$ cat src/rtl/hw_indicator_mc.sv
// -----------------------------------------------------------------------------
// hw_indicator_mc
//
// Multi-channel LED status indicator. Each of N_CH channels holds its own
// run-time configuration (mode, burst count, PWM brightness, half-period)
// loaded through a single-cycle register-write port, and drives one LED.
// Modes: OFF, ON, BLINK, BURST, ONESHOT. A shared prescaler produces the
// millisecond-style timebase tick; a shared 8-bit PWM counter sets brightness.
//
// Ports
//   iCLK    in   1     clock
//   iRST_n  in   1     asynchronous active-low reset
//   iWR     in   1     config write strobe (one cycle per write)
//   iADDR   in   AW    channel index for the write (>= N_CH is ignored)
//   iWDATA  in   32    config word: [2:0] mode, [7:4] burst N, [15:8] B,
//                      [31:16] half-period H in ticks
//   iTRIG   in   N_CH  per-channel oneshot trigger, level-sampled
//   oLED    out  N_CH  registered LED drive, 1 = lit
//   oBUSY   out  N_CH  1 while a ONESHOT pulse or BURST ON/OFF part is active
// -----------------------------------------------------------------------------
module hw_indicator_mc #(
  parameter int CLK_FREQ = 128000000,
  parameter int TICK_HZ  = 1000,
  parameter int N_CH     = 4,
  parameter int AW       = 2
) (
  input  logic            iCLK,
  input  logic            iRST_n,
  input  logic            iWR,
  input  logic [AW-1:0]   iADDR,
  input  logic [31:0]     iWDATA,
  input  logic [N_CH-1:0] iTRIG,
  output logic [N_CH-1:0] oLED,
  output logic [N_CH-1:0] oBUSY
);

  localparam int PRE_DIV = CLK_FREQ / TICK_HZ;
  localparam int PRE_W   = (PRE_DIV > 2) ? $clog2(PRE_DIV) : 1;
  localparam logic [15:0] H_RESET = (TICK_HZ / 2 >= 1) ? 16'(TICK_HZ / 2) : 16'd1;

  typedef enum logic [2:0] {
    MODE_OFF     = 3'd0,
    MODE_ON      = 3'd1,
    MODE_BLINK   = 3'd2,
    MODE_BURST   = 3'd3,
    MODE_ONESHOT = 3'd4
  } mode_e;

  typedef enum logic [1:0] {
    PH_IDLE = 2'd0,
    PH_ON   = 2'd1,
    PH_OFF  = 2'd2,
    PH_GAP  = 2'd3
  } phase_e;

  // ---------------------------------------------------------------------------
  // Shared timebase: prescaler tick and PWM ramp
  // ---------------------------------------------------------------------------
  logic [PRE_W-1:0] preCnt;
  logic [7:0]       pwmCnt;
  logic             tick;

  assign tick = (preCnt == PRE_W'(PRE_DIV - 1));

  // NOTE: every clocked state uses non-blocking (<=) so all registers sample
  // the pre-edge values; blocking here would create order-dependent races.
  always_ff @(posedge iCLK or negedge iRST_n) begin
    if (!iRST_n) begin
      preCnt <= '0;
      pwmCnt <= '0;
    end else begin
      preCnt <= tick ? '0 : preCnt + 1'b1;
      // Ramp 0..254 so B=255 is always above the counter (fully lit).
      pwmCnt <= (pwmCnt == 8'd254) ? 8'd0 : pwmCnt + 8'd1;
    end
  end

  // Bit 3 of the config word is reserved.
  logic unusedWdata;
  assign unusedWdata = iWDATA[3];

  // Decoded fields of the incoming write (same for every channel).
  logic [2:0] wrMode;
  logic       wrStartsOn;
  assign wrMode     = iWDATA[2:0];
  assign wrStartsOn = (wrMode == MODE_ON) || (wrMode == MODE_BLINK) ||
                      (wrMode == MODE_BURST);

  // ---------------------------------------------------------------------------
  // Per-channel configuration, phase FSM and registered outputs
  // ---------------------------------------------------------------------------
  for (genvar ch = 0; ch < N_CH; ch++) begin : g_ch
    localparam bit IS_CH0 = (ch == 0);

    logic [2:0]  mode;
    logic [3:0]  n;
    logic [7:0]  b;
    logic [15:0] h;
    phase_e      phase;
    logic [15:0] tc;
    logic [3:0]  bc;
    logic        ledQ;
    logic        busyQ;

    logic        wrHit;
    logic        trig;
    logic [15:0] hEff;
    logic [3:0]  nEff;
    logic        lastTick;

    assign wrHit    = iWR && (iADDR == AW'(ch));
    assign trig     = iTRIG[ch];
    assign hEff     = (h == 16'd0) ? 16'd1 : h;
    assign nEff     = (n == 4'd0) ? 4'd1 : n;
    // A phase ends on the tick at which tc would reach H.
    assign lastTick = tick && (tc == hEff - 16'd1);

    // NOTE: the config fields are ordinary flops (not a RAM), so they take a
    // reset value; channel 0 must come up blinking with no software help.
    always_ff @(posedge iCLK or negedge iRST_n) begin
      if (!iRST_n) begin
        mode  <= IS_CH0 ? MODE_BLINK : MODE_OFF;
        n     <= 4'd0;
        b     <= IS_CH0 ? 8'd255 : 8'd0;
        h     <= IS_CH0 ? H_RESET : 16'd0;
        phase <= IS_CH0 ? PH_ON : PH_IDLE;
        tc    <= 16'd0;
        bc    <= 4'd0;
        ledQ  <= IS_CH0;
        busyQ <= 1'b0;
      end else begin
        // Outputs follow the current phase one cycle later.
        ledQ  <= (phase == PH_ON) && (pwmCnt < b);
        busyQ <= ((mode == MODE_BURST) && ((phase == PH_ON) || (phase == PH_OFF))) ||
                 ((mode == MODE_ONESHOT) && (phase == PH_ON));

        if (wrHit) begin
          // A write wins over trigger and tick and restarts the channel.
          mode  <= wrMode;
          n     <= iWDATA[7:4];
          b     <= iWDATA[15:8];
          h     <= iWDATA[31:16];
          tc    <= 16'd0;
          bc    <= 4'd0;
          phase <= wrStartsOn ? PH_ON : PH_IDLE;
        end else begin
          case (mode)
            MODE_ON: phase <= PH_ON;

            MODE_BLINK: begin
              if (lastTick) begin
                tc    <= 16'd0;
                phase <= (phase == PH_ON) ? PH_OFF : PH_ON;
              end else if (tick) begin
                tc <= tc + 16'd1;
              end
            end

            MODE_BURST: begin
              if (lastTick) begin
                tc <= 16'd0;
                case (phase)
                  PH_ON: phase <= PH_OFF;
                  PH_OFF: begin
                    if (bc == nEff - 4'd1) begin
                      bc    <= 4'd0;
                      phase <= PH_GAP;
                    end else begin
                      bc    <= bc + 4'd1;
                      phase <= PH_ON;
                    end
                  end
                  PH_GAP: begin
                    // GAP is four H-tick segments counted in bc: exactly 4*H
                    // ticks for any H (an 18-bit span) while tc stays 16 bits.
                    if (bc == 4'd3) begin
                      bc    <= 4'd0;
                      phase <= PH_ON;
                    end else begin
                      bc <= bc + 4'd1;
                    end
                  end
                  default: phase <= PH_ON;
                endcase
              end else if (tick) begin
                tc <= tc + 16'd1;
              end
            end

            MODE_ONESHOT: begin
              if (phase == PH_IDLE) begin
                if (trig) begin
                  tc    <= 16'd0;
                  phase <= PH_ON;
                end
              end else if (phase == PH_ON) begin
                if (trig) begin
                  // Retrigger outranks the tick and extends the pulse.
                  tc <= 16'd0;
                end else if (lastTick) begin
                  tc    <= 16'd0;
                  phase <= PH_IDLE;
                end else if (tick) begin
                  tc <= tc + 16'd1;
                end
              end else begin
                phase <= PH_IDLE;
              end
            end

            // OFF and the undefined codes 5..7.
            default: phase <= PH_IDLE;
          endcase
        end
      end
    end

    assign oLED[ch]  = ledQ;
    assign oBUSY[ch] = busyQ;
  end

endmodule

$ cat config.mk
export PLATFORM = sky130hd
export DESIGN_NAME = hw_indicator_mc
export DESIGN_NICKNAME = d
export VERILOG_FILES = /design/src/rtl/hw_indicator_mc.sv
export SDC_FILE = /design/constraint.sdc
export NUM_CORES = 1
export LEC_CHECK = 0
export ABC_AREA = 1
export CAP_MARGIN = 5
export CORE_ASPECT_RATIO = 0.5
export CORE_MARGIN = 4
export CORE_UTILIZATION = 55
export DETAILED_ROUTE_END_ITERATION = 6
export PLACE_DENSITY = 0.74
export SLEW_MARGIN = 10
export SYNTH_ARGS = -nofsm -noshare
export SYNTH_HDL_FRONTEND = slang
export SYNTH_SLANG_ARGS = --single-unit
$ cat constraint.sdc
create_clock -name iCLK -period 3.9 [get_ports iCLK]
set_clock_uncertainty 0.15 [all_clocks]
set_input_delay 0.78 -clock iCLK [delete_from_list [all_inputs] [get_ports iCLK]]
set_output_delay 0.78 -clock iCLK [all_outputs]
set_load 0.02 [all_outputs]
==> summary.md, run 1 <==
| Metric | Value |
|---|---|
| CTS tree | built |
| Post-CTS Setup Inserts | 0 |
| DR iter-0 viols | 1117 |
| Setup crit end | g_ch[0].bc[0] |
| Die Ht | 126.6 um |
| Psw | 0.002751 W |
| Core area | 27710 um2 |
| P_leak | 8.236 nW |
| Skew-Pair Late Insertion Delay | 0.54 ns |
| Final ANT Viol Nets | 0 |
| Pwr per Cell Area | 464.1 nW/um2 |
| Fraction of layout cells with a size suffix above 1 | 5.023% |
| First-pass DRT Iterations | 6 |
| Post-synthesis sequential area ratio | 39.76% |
| DR DRC count | 0 |
| RSZ-0062 raised after global routing | no |
| I/O pin count | 49 |
| CP Capture Type | register |
| # hold bufs at CTS | 0 |
| Diodes inserted | 0 |
| Worst path max stage delay | 0.56 ns |
| Worst path bufs/invs | 2 |
| Slew margin rel. | 50.31% |
| Initial antenna violation count | 0 |
| YS warnings | 0 |
| H-tree lvl count | 1 |
| CTS Root Cell | clkbuf_16 |
| Top cells by count, synth | nand2_1 (545), inv_1 (262), dfrtp_1 (228) |
| Total Neg Setup Slack | 0 ns |
| Gr usage total | 24.36% |
| Vias | 13655 |
| Die Wd | 245.2 um |
| Worst Hold Class | in -> async |
| Reg-to-reg endpoint | g_ch[0].bc[0] |
| Synth-to-layout area growth | 11.68% |
| Post-synthesis async set-or-reset flop share | 100.0% |
| Internal | 0.005269 W |
| Pin count of the biggest net entering global routing | 90 |
| CP Launch Point | g_ch[0].h[2] |
| Dominant synthesized flop cell | dfrtp_1 |
| Least-Margin Pin Slew | 0.7454 ns |
| CP delay by family, top | simple AND/OR/NAND/NOR gates |
| Syn avg cell area | 7.421 um2 |
| CTS buffer count | 24 |
| Fin. max-slew vios | 0 |
| Synth Register Bits | 245 |
| Cells after Synth | 2085 |
| CP max FO | 6 |
| R2R depth | 22 |
| WP depth | 22 |
| Outcome | finished, final reports clean |
| Reg2Reg Setup Slack | 0.34 ns |
| Sw Share | 34.30% |
| Area contributors post-synth | dfrtp_1 (37%), nand2_1 (13%), inv_1 (6.4%) |
| Initial core utilization | 55.85% |
| Clock Sinks | 245 |
| Final Hold Fails | 0 |
| HPWL Detailed | 27.69 mm |
| Peak supply drop | 0.3357 mV |
| Most common cell on crit path | nand2_1 |
| Final setup viols | 0 |
| Post-synth EDFFs | 0 |
| Total routed wirelength | 37.90 mm |
| Post-Syn Nets | 2193 |
| CTS Buffer Depth | 3 |
| Resize count post-CTS | 0 |
| Highest clock rate | 0.2813 GHz |
| Post-synth top area share | 36.87% |
| Worst Path Required | 4.17 ns |
| Nets | 2240 |
| Max-cap violations | 0 |
| Critical-path cell list | nor2_1, nand2_1, nor2_1, nand2_1, nand2_1, inv_1, ha_1, nand2_1, inv_1, nand2_1, nand2_1, nand2_1, nand2_1, nand2_1, nor2_1, nand3_1, nor2_1, nand2_1, nand2_1, nand2_1, nor2_1, a21oi_1 |
| Power share of the sequential group | 40.5% |
| Clock Power Share | 32.5% |
| Die ar. | 31040 um2 |
| Comb pwr share | 27.0% |
| Most common cell in the synthesized netlist | nand2_1 |
| Reg clk slew, reported paths | 0.06 ns |
| Hold WS | 0.08234 ns |
| Vias in the first global route | 12682 |
| FP Rows | 43 |
| Synthesized area | 15470 um2 |
| Kind of critical path | reg -> reg |
| Port bufs | 47 |
| Period utilisation layout | 91.17% |
| Worst reg2reg startpoint | g_ch[0].h[2] |
| Via density | 5.393 |
| Leading area contributor after synthesis | dfrtp_1 |
| Remaining global-route overflow | 0 |
| First-pass GRT wire length | 62.67 mm |
| WP data arrival | 3.83 ns |
| Yosys cell types | 49 |
| Tmin final | 3.555 ns |
| Startpoint types | register |
| Finished Core Util | 62.37% |
| Critical-path top delay cell | dfstp_2 |
| Gp weighted congestion | 0.9317 |
| Wire per inst | 14.97 um |
sequential cells by signal (all words and copies together) (netlist names):
| register | flops |
|---|---|
| g_ch.b | 32 |
| g_ch.bc | 16 |
| g_ch.busyQ | 4 |
| g_ch.h | 64 |
| g_ch.ledQ | 4 |
| g_ch.mode | 12 |
| g_ch.n | 16 |
| g_ch.phase | 8 |
| g_ch.tc | 64 |
| preCnt | 17 |
| pwmCnt | 8 |
per-layer routing:
| metal | vias up | share of wire, % | GRT usage, % |
|---|---|---|---|
| li1 | 6804 | - | - |
| met3 | 50 | 6.0 | 4.351 |
| met1 | 6442 | 48 | 35.49 |
| met4 | 0 | 1.9 | 4.323 |
| met5 | - | 0 | 0 |
| met2 | 359 | 44 | 38.96 |
through the flow:
stage          total power [W]  std cells  worst slack [ns]  cell area, um2
2_1_floorplan         0.004800       2085             1.107           15470
3_3_place_gp          0.005370       2488            0.4020           16410
3_5_place_dp          0.005421       2488            0.3328           16410
4_1_cts               0.008051       2532            0.4320           17280
5_1_grt               0.008520       2532           0.01548           17280
6_report              0.008020       2532            0.3445           17280
worst min-delay path by stage:
stage | to | slack [ns]
floorplan | preCnt[0] | 0.28
global placement | preCnt[0] | 0.30
detailed placement | preCnt[0] | 0.31
CTS | g_ch[0].tc[2] | 0.11
global route | g_ch[0].tc[8] | 0.14
finish | g_ch[0].tc[8] | 0.08
cell families (layout without fill, tap and decap cells):
logic type | count (synthesis) | in the layout | synth area share [%]
simple gates | 1009 | 1009 | 27.68
buf+inv | 320 | 385 | 8.021
compound gates | 298 | 298 | 10.67
flops | 245 | 245 | 39.76
xor+xnor | 144 | 144 | 8.329
fa+ha+maj | 67 | 67 | 5.418
mux | 2 | 2 | 0.1294
cells in the final DEF, fill, tap and decap left out, types with 3 or more instances in the layout:
cell type	synthesis	layout
o21ai_0	194	194
nor2_1	217	217
a21boi_0	4	4
or2_2	5	5
nand2_1	545	545
a31oi_1	3	3
inv_1	262	262
dfrtp_1	228	228
a21oi_1	39	39
clkbuf_16	0	24
o211ai_1	7	7
or2_0	4	4
buf_4	9	21
ha_1	67	67
o31ai_1	7	7
nor3_1	44	44
clkbuf_1	35	4
o22ai_1	19	19
nor3b_1	4	4
o21ai_1	6	6
bufinv_16	0	5
nor3_4	4	5
inv_2	7	7
nand4_1	37	37
xor2_1	94	94
dfstp_2	17	17
nand3_1	116	116
a311oi_1	6	6
xnor2_1	48	48
clkbuf_8	0	3
nand3b_1	9	9
clkdlybuf4s50_1	0	46
nor4_1	12	12
power groups by stage:
| stage | Sequential (W) | Combinational [W] | Clock (W) |
|---|---|---|---|
| floorplan | 0.00319 | 0.00161 | 0 |
| global placement | 0.00328 | 0.00209 | 0 |
| detailed placement | 0.00328 | 0.00214 | 0 |
| CTS | 0.00324 | 0.00215 | 0.00265 |
| global route | 0.00330 | 0.00247 | 0.00275 |
| finish | 0.00325 | 0.00217 | 0.00261 |
cell type report:
class / instances / area, um2
Fill cell: 2469 / 10430
Clock buffer: 31 / 656.9
Timing Repair Buffer: 70 / 673.1
Clock inverter: 13 / 217.7
Inverter: 271 / 1017
Tap cell: 382 / 478.0
Multi-Input combinational cell: 1520 / 8087
Sequential cell: 245 / 6152
Note: power is estimated with default switching activity, not from simulation.
==> run 2: changes to the inputs <==
--- a/config.mk
+++ b/config.mk
@@ -5,14 +5,14 @@
 export SDC_FILE = /design/constraint.sdc
 export NUM_CORES = 1
 export LEC_CHECK = 0
-export ABC_AREA = 1
+export ABC_AREA = 0
 export CAP_MARGIN = 5
 export CORE_ASPECT_RATIO = 0.5
 export CORE_MARGIN = 4
 export CORE_UTILIZATION = 55
 export DETAILED_ROUTE_END_ITERATION = 6
 export PLACE_DENSITY = 0.74
-export SLEW_MARGIN = 10
+export SLEW_MARGIN = 0
 export SYNTH_ARGS = -nofsm -noshare
 export SYNTH_HDL_FRONTEND = slang
 export SYNTH_SLANG_ARGS = --single-unit
==> run 2 against run 1 <==
  * Critical endpoint is now g_ch[2].tc[0]
  * Critical path depth decreased by 8
  * Final cell count decreased by 8.9%
  * Hold slack got worse by 0.010 ns
  * Die area increased by 0.73%
==> summary.md, run 2 <==
| Metric | Value |
|---|---|
| YS warnings | 0 |
| DR iter-0 viols | 1032 |
| Dominant synthesized flop cell | dfrtp_1 |
| HPWL Detailed | 27.65 mm |
| Least-Margin Pin Slew | 0.8099 ns |
| Slew margin rel. | 45.59% |
| Finished Core Util | 64.18% |
| Reg2Reg Setup Slack | 0.12 ns |
| Worst path max stage delay | 0.58 ns |
| Outcome | finished, final reports clean |
| CP Launch Point | g_ch[2].h[10] |
| Nets | 2016 |
| Worst Path Required | 4.16 ns |
| CTS Root Cell | clkbuf_16 |
| Post-synthesis async set-or-reset flop share | 100.0% |
| FP Rows | 43 |
| Cells after Synth | 1833 |
| Fin. max-slew vios | 0 |
| Post-synth top area share | 36.59% |
| Multi-input logic area | 8944 um2 |
| Psw | 0.002930 W |
| Die ar. | 31270 um2 |
| Final Worst Setup Slack | 0.1244 ns |
| Kind of critical path | reg -> reg |
| Setup crit end | g_ch[2].tc[0] |
| Die Wd | 246.1 um |
| Most common cell in the synthesized netlist | nand2_1 |
| CTS buffer count | 24 |
| Clock Power Share | 28.7% |
| RSZ-0062 raised after global routing | yes |
| Top cells by count, synth | nand2_1 (352), dfrtp_1 (228), o21ai_0 (127) |
| Yosys cell types | 89 |
| CP max FO | 17 |
| Leading cell types in the layout, fill and taps excluded | nand2_1 (352), dfrtp_1 (225), o21ai_0 (127) |
| Via density | 5.850 |
| Leading area contributor after synthesis | dfrtp_1 |
| Fraction of layout cells with a size suffix above 1 | 12.10% |
| Biggest regs | g_ch.h (64), g_ch.tc (64), g_ch.b (32) |
| Dpl ws | 0.04397 ns |
| Core area | 27820 um2 |
| Power share of the sequential group | 40.2% |
| Reg-to-reg endpoint | g_ch[2].tc[0] |
| Critical-path cell list | or4_4, nor3_4, a21oi_2, ha_1, xor2_1, o2111ai_1, nor4_2, nand4_1, nor4_2, buf_4, a21oi_2, buf_8, a21oi_1, mux2i_1 |
| Final setup viols | 0 |
| Worst Hold Class | in -> async |
| Vias in the first global route | 12431 |
| First-pass DRT Iterations | 5 |
| Startpoint types | register |
| Sw Share | 34.87% |
| Gp weighted congestion | 0.9350 |
| WP data arrival | 4.04 ns |
| Skew-Pair Late Insertion Delay | 0.54 ns |
| Period utilisation layout | 96.81% |
| Final ANT Viol Nets | 0 |
| Post-synthesis sequential area ratio | 39.46% |
| R2R depth | 14 |
| Wire per inst | 16.80 um |
| Initial antenna violation count | 0 |
| Vias | 13497 |
| Port bufs | 47 |
| Critical-path top delay cell | or4_4 |
| Worst reg2reg startpoint | g_ch[2].h[10] |
| Pin count of the biggest net entering global routing | 76 |
| CTS tree | built |
| Initial core utilization | 56.06% |
| Synth-to-layout area growth | 14.48% |
| Remaining global-route overflow | 0 |
| Internal | 0.005473 W |
| Commonest non-fill, non-tap cell in the layout | nand2_1 |
| Synth Register Bits | 245 |
| H-tree lvl count | 1 |
| P_leak | 7.835 nW |
| I/O pin count | 49 |
| Total routed wirelength | 38.75 mm |
| Diodes inserted | 0 |
| CTS Buffer Depth | 3 |
| CP Capture Type | register |
| FILL cells | 2339 |
| Total power draw | 0.008403 W |
| Reg clk slew, reported paths | 0.07 ns |
| Peak supply drop | 0.3429 mV |
| Tmin final | 3.776 ns |
| Die Ht | 127.1 um |
| First-pass GRT wire length | 63.60 mm |
| DR DRC count | 0 |
| Gr usage total | 24.72% |
| Highest clock rate | 0.2649 GHz |
| Area contributors post-synth | dfrtp_1 (37%), nand2_1 (8.5%), ha_1 (5.4%) |
| Syn avg cell area | 8.507 um2 |
| Post-Syn Nets | 1941 |
| Pwr per Cell Area | 470.7 nW/um2 |
| Synthesized area | 15590 um2 |
| Final Hold Fails | 0 |
| Post-synth EDFFs | 0 |
| Max-cap violations | 0 |
| Comb pwr share | 31.2% |
| Clock Sinks | 245 |
| Flip-flop and latch area | 6156 um2 |
| Total Neg Setup Slack | 0 ns |
[run 2: worst max-delay path: cells and delay by family, from the launching register on]
| family | cells | cell delay, ns |
|---|---|---|
| compound gates | 4 | 0.55 |
| xor+xnor | 1 | 0.17 |
| flops | 1 | 0.42 |
| fa+ha+maj | 1 | 0.31 |
| buf+inv | 2 | 0.39 |
| mux | 1 | 0.10 |
| simple gates | 5 | 1.57 |
[run 2: logic make-up (layout without fill, tap and decap cells)]
family                   Yosys count  in the layout  share of synthesized area (%)
adder cells (fa/ha/maj)           67             67                          5.376
AO/OA/AOI/OAI                    360            361                          14.89
AND/OR/NAND/NOR                  843            843                          27.03
buffers and inverters            169            260                          4.341
multiplexers                      44             44                          3.001
flip-flops                       245            245                          39.46
XOR/XNOR                         105            105                          5.898
[run 2: how the worst min path moves through the flow]
| stage | startpoint | to | slack [ns] | cells past startpoint |
|---|---|---|---|---|
| after floorplan | g_ch[0].b[0] | g_ch[0].b[0] | 0.29 | 2 |
| final | iRST_n | g_ch[1].tc[14] | 0.07 | 1 |
| after detailed placement | g_ch[0].b[0] | g_ch[0].b[0] | 0.31 | 2 |
| after CTS | iRST_n | g_ch[1].tc[14] | 0.08 | 1 |
| after global routing | iRST_n | g_ch[1].tc[14] | 0.10 | 1 |
| after global placement | g_ch[0].b[0] | g_ch[0].b[0] | 0.30 | 2 |
[run 2: power groups by stage]
| stage | clock [W] | sequential [W] | combinational, W |
|---|---|---|---|
| 2_1_floorplan | 0 | 0.00325 | 0.00188 |
| 3_3_place_gp | 0 | 0.00338 | 0.00249 |
| 3_5_place_dp | 0 | 0.00339 | 0.00254 |
| 4_1_cts | 0.00245 | 0.00336 | 0.00255 |
| 5_1_grt | 0.00258 | 0.00344 | 0.00292 |
| 6_report | 0.00241 | 0.00338 | 0.00262 |
[run 2: layout make-up]
cell class	count	share of cell area, %
Clock buffer	36	3.960
Clock inverter	7	0.4977
Inverter	85	1.787
Multi-Input combinational cell	1420	50.10
Sequential cell	245	34.49
Tap cell	382	2.678
Timing Repair Buffer	132	6.490
[run 2: through the flow]
step / cells / cell area (um2) / hold slack [ns]
4_1_cts: 2304 / 17670 / 0.08030
3_5_place_dp: 2261 / 16880 / 0.3080
6_report: 2307 / 17850 / 0.07231
3_3_place_gp: 2261 / 16880 / 0.2997
2_1_floorplan: 1833 / 15590 / 0.2894
5_1_grt: 2307 / 17850 / 0.1037
[run 2: metal layers]
metal,vias to the layer above,share of wire (%),global-route usage [%]
met4,0,2.8,6.431
li1,6600,-,-
met2,334,44,39.36
met5,-,0,0
met1,6502,47,35.62
met3,61,5.7,3.943
[run 2: repair_timing]
| action | CTS | global route |
|---|---|---|
| hold buffers | 0 | 0 |
| endpoints found under the setup margin | 0 | 82 |
| setup buffers | 0 | 3 |
| gates resized for setup | 0 | 33 |
